--- src/rtl/quad7seg_arbiter.sv ---
// Round-robin owner selection for the shared four-digit seven-segment driver.
// A minimum dwell applies before a competing requester may take the display.
module quad7seg_arbiter #(
  parameter int unsigned DWELL = 50_000_000
) (
  input  logic        clk,
  input  logic        rst,
  input  logic        req_a,
  input  logic [15:0] data_a,
  input  logic [3:0]  dots_a,
  input  logic        req_b,
  input  logic [15:0] data_b,
  input  logic [3:0]  dots_b,
  output logic        gnt_a,
  output logic        gnt_b,
  output logic [3:0]  val0,
  output logic [3:0]  val1,
  output logic [3:0]  val2,
  output logic [3:0]  val3,
  output logic        dot0,
  output logic        dot1,
  output logic        dot2,
  output logic        dot3,
  output logic        blank
);

  localparam int unsigned CW = $clog2(DWELL + 1);

  typedef enum logic [1:0] {IDLE, SHOW_A, SHOW_B} state_t;

  state_t        state_q, state_d;
  logic          last_b_q, last_b_d;  // 1 when B was the most recent owner
  logic [CW-1:0] cnt_q, cnt_d;
  logic [15:0]   data_q, data_d;
  logic [3:0]    dots_q, dots_d;
  logic          dwell_done;

  assign dwell_done = (cnt_q == CW'(DWELL));

  always_ff @(posedge clk) begin
    if (rst) begin
      state_q  <= IDLE;
      last_b_q <= 1'b1;
      cnt_q    <= '0;
      data_q   <= '0;
      dots_q   <= '0;
    end else begin
      state_q  <= state_d;
      last_b_q <= last_b_d;
      cnt_q    <= cnt_d;
      data_q   <= data_d;
      dots_q   <= dots_d;
    end
  end

  always_comb begin
    state_d  = state_q;
    last_b_d = last_b_q;
    unique case (state_q)
      IDLE: begin
        if (req_a && req_b) begin
          state_d = last_b_q ? SHOW_A : SHOW_B;
        end else if (req_a) begin
          state_d = SHOW_A;
        end else if (req_b) begin
          state_d = SHOW_B;
        end
      end
      SHOW_A: begin
        // Releasing ignores dwell; the competitor takes over with no idle gap.
        if (!req_a) begin
          state_d  = req_b ? SHOW_B : IDLE;
          last_b_d = 1'b0;
        end else if (req_b && dwell_done) begin
          state_d  = SHOW_B;
          last_b_d = 1'b0;
        end
      end
      SHOW_B: begin
        if (!req_b) begin
          state_d  = req_a ? SHOW_A : IDLE;
          last_b_d = 1'b1;
        end else if (req_a && dwell_done) begin
          state_d  = SHOW_A;
          last_b_d = 1'b1;
        end
      end
      default: state_d = IDLE;
    endcase
  end

  always_comb begin
    cnt_d  = cnt_q;
    data_d = data_q;
    dots_d = dots_q;
    if (state_d == IDLE) begin
      cnt_d = '0;
    end else if (state_d != state_q) begin
      cnt_d = CW'(1);
    end else if (!dwell_done) begin
      cnt_d = cnt_q + CW'(1);
    end
    // Digits track the owner live; in IDLE they hold their last contents.
    if (state_d == SHOW_A) begin
      data_d = data_a;
      dots_d = dots_a;
    end else if (state_d == SHOW_B) begin
      data_d = data_b;
      dots_d = dots_b;
    end
  end

  always_comb begin
    gnt_a = (state_q == SHOW_A);
    gnt_b = (state_q == SHOW_B);
    blank = (state_q == IDLE);
    val0  = data_q[3:0];
    val1  = data_q[7:4];
    val2  = data_q[11:8];
    val3  = data_q[15:12];
    dot0  = dots_q[0];
    dot1  = dots_q[1];
    dot2  = dots_q[2];
    dot3  = dots_q[3];
  end

endmodule

--- config.mk ---
export PLATFORM = sky130hd
export DESIGN_NAME = quad7seg_arbiter
export DESIGN_NICKNAME = d
export VERILOG_FILES = /design/src/rtl/quad7seg_arbiter.sv
export SDC_FILE = /design/constraint.sdc
export NUM_CORES = 1
export LEC_CHECK = 0
export ABC_AREA = 1
export CAP_MARGIN = 10
export CORE_MARGIN = 2
export CORE_UTILIZATION = 44
export CTS_CLUSTER_SIZE = 14
export DETAILED_ROUTE_END_ITERATION = 8
export GPL_TIMING_DRIVEN = 0
export PLACE_DENSITY = 0.69
export SKIP_LAST_GASP = 1
export SYNTH_ARGS = -nofsm -noshare
export SYNTH_HDL_FRONTEND = slang
export SYNTH_SLANG_ARGS = --single-unit
--- constraint.sdc ---
create_clock -name clk -period 2.4 [get_ports clk]
set_input_delay 0.24 -clock clk [delete_from_list [all_inputs] [get_ports clk]]
set_output_delay 0.24 -clock clk [all_outputs]
set_load 0.02 [all_outputs]
==> flow_summary.json <==
{
  "outcome": "finished, final reports clean",
  "startpoint_type": "flop",
  "core_area_um2": 5850,
  "worstSetupEndpointType": "flop",
  "die-area_um2": 6640,
  "setup_viol": 0,
  "nNetsFinal": 492,
  "wl_per_cell_um": 11.2,
  "io_buffer_count": 66,
  "num_vias": 2395,
  "swShare_pct": 36.0,
  "fin_cells": 516,
  "clk_latency_ps": 300,
  "grt_usage_pct": 19.3,
  "internal_power_uw": 1620,
  "first_iter_violations": 63,
  "seq_power_share_pct": 40.2,
  "layout_commonest_cell": "nand2_1",
  "place_congestion": 0.866,
  "cts_buffer_depth": 2,
  "p_switching_uw": 912,
  "grt_overflow": 0,
  "hpwlAfterDp_mm": 4.48,
  "final_cell_mix": "82 x nand2_1, 66 x clkdlybuf4s50_1, 59 x inv_1",
  "synth_cell_types": 25,
  "vdd_drop_max_v": 0.000437,
  "cts_buffers": 5,
  "ctsRootBufferMaster": "clkbuf_8",
  "dp.cells": 508,
  "synth-seq-cells": 49,
  "via_per_inst": 4.64,
  "clock_skew_ps": 5.82,
  "die_w_um": 81.5,
  "syn-instance-count": 367,
  "worstPathArrival_ps": 2380,
  "max_freq_mhz": 460,
  "area_delta_synth_final_pct": 34.1,
  "fin_util_pct": 60.5,
  "worstPathMaxFanout": 10,
  "ant_nets": 0,
  "first_pass_iters": 6,
  "rsz0062_at_grt": "false",
  "io_pins": 67,
  "antenna_cells": 0,
  "fp.dieH_um": 81.5,
  "grt_pass1_wl_mm": 10.0,
  "grt_pass1_vias": 2321,
  "seq_area_frac_synth_pct": 37.2,
  "slew_headroom_pct": 71.3,
  "post_cts_buffers": 0,
  "worstReg2RegStart": "cnt_q[14]",
  "htreeDepth": 2,
  "combPwrFrac_pct": 41.3,
  "slew_viol_final": 0,
  "finalCriticalPeriod_ps": 2180,
  "p_leak_uw": 0.00150,
  "hold_violations": 0,
  "setup.worst_path.start": "cnt_q[14]",
  "hp-start": "dots_q[2]",
  "path_clk_slew_ps": 90,
  "final_layout_size_suffix_gt1_share_pct": 12.7,
  "power_uw": 2530,
  "worstPathRequired_ps": 2600,
  "cts_tree": "built",
  "antenna_found_initial": 0,
  "worstMarginPinSlew_ps": 430,
  "drc": 0,
  "clock_sinks": 49,
  "pwr-share-clk_pct": 18.5,
  "core.rowCount": 28,
  "postRouteWirelength_mm": 5.76,
  "min_path_type": "reg2reg",
  "yosysWarnings": 0,
  "max_cap_viol_count": 0,
  "critPathKind": "reg2reg",
  "start_util_pct": 45.1,
  "p_per_area_nw_per_um2": 716,
  "syn_area_um2": 2640,
  "syn_nets": 419,
  "syn_avg_cell_area_um2": 7.19,
  "cts_hold_buf": 0,
  "period_share_pct": 90.7,
  "grt_max_degree": 15
}
power by group through the flow:
stage | logic, uW | clock network [uW] | registers [uW]
2_1_floorplan | 451 | 0 | 1160
3_3_place_gp | 1000 | 0 | 1030
3_5_place_dp | 1010 | 0 | 1030
4_1_cts | 1030 | 492 | 1020
5_1_grt | 1150 | 520 | 1030
6_report | 1050 | 468 | 1020
final timing paths:
check              endpoint  cells after the start  slack, ps
setup / recovery  data_q[7]                     15        220
hold / removal    dots_q[2]                      2        490
setup reg to reg  data_q[7]                     15        220
hold reg to reg   dots_q[2]                      2        490
final cells by class:
| type | count | area, um^2 |
|---|---|---|
| Fill cell | 552 | 2310 |
| Buffer | 12 | 80.1 |
| Inverter | 61 | 229 |
| Timing Repair Buffer | 66 | 661 |
| Tap cell | 75 | 93.8 |
| Clock buffer | 6 | 72.6 |
| Multi-Input combinational cell | 245 | 1410 |
| Sequential cell | 49 | 983 |
| Clock inverter | 2 | 10.0 |
registers in the layout (all words and copies together) (netlist names):
signal    cells
last_b_q      1
dots_q        4
data_q       16
cnt_q        26
state_q       2
cells in the mapped netlist, drive strengths merged:
master	instances	area share, %
nand3	41	8.6
nand4	3	0.95
nand2	84	12
xnor2	5	1.7
nor3	7	1.5
clkbuf	9	1.3
inv	61	8.7
nor4	1	0.24
buf	3	1.0
xor2	20	6.6
o21ai	2	0.38
a21oi	1	0.19
o211ai	21	6.0
ha	8	3.8
nor2	51	9.4
dfxtp	49	37
mux2i	1	0.38
timing repair:
action / CTS / global route
endpoints found under the setup margin: 20 / 45
resized for setup: 6 / 24
pin swaps: 0 / 1
critical path, cell delays in order (launching register included):
cell and delay (ps):
dfxtp_1 380, nand2_1 120, nor2_1 140, nand2_1 130, nor2_4 140, nand3_2 100
nand3_1 90, nand3_1 110, nand2_2 140, ha_2 210, inv_1 50, clkbuf_4 180
nand2_1 70, nand3_1 80, o211ai_1 90, inv_1 50
stage by stage:
stage          setup TNS [ps]  area (um^2)  setup slack, ps  hold slack [ps]
6_report                    0         3540              224              490
5_1_grt                     0         3540             3.24              511
4_1_cts                 -7.43         3480            -7.43              492
3_5_place_dp            -2780         3390             -191              468
3_3_place_gp            -2000         3390             -155              460
2_1_floorplan               0         2640              281              312
kinds of logic after synthesis:
logic type	count (synthesis)	synth area share, %
xor gates and xnor gates	25	8.29
buffers and inverters	73	10.9
DFF	49	37.2
AOI/OAI and AO/OA	24	6.54
muxes	1	0.379
and+or+nand+nor	187	32.9
adders and majority gates	8	3.79
layer usage:
metal | routed length, um | up-vias | GRT usage [%]
met4 | 43 | 0 | 7.63
li1 | - | 1291 | -
met5 | 0 | - | 0
met1 | 2670 | 1044 | 24.1
met2 | 2620 | 56 | 30.9
met3 | 422 | 4 | 6.26
Power figures use the tool's default switching activity.
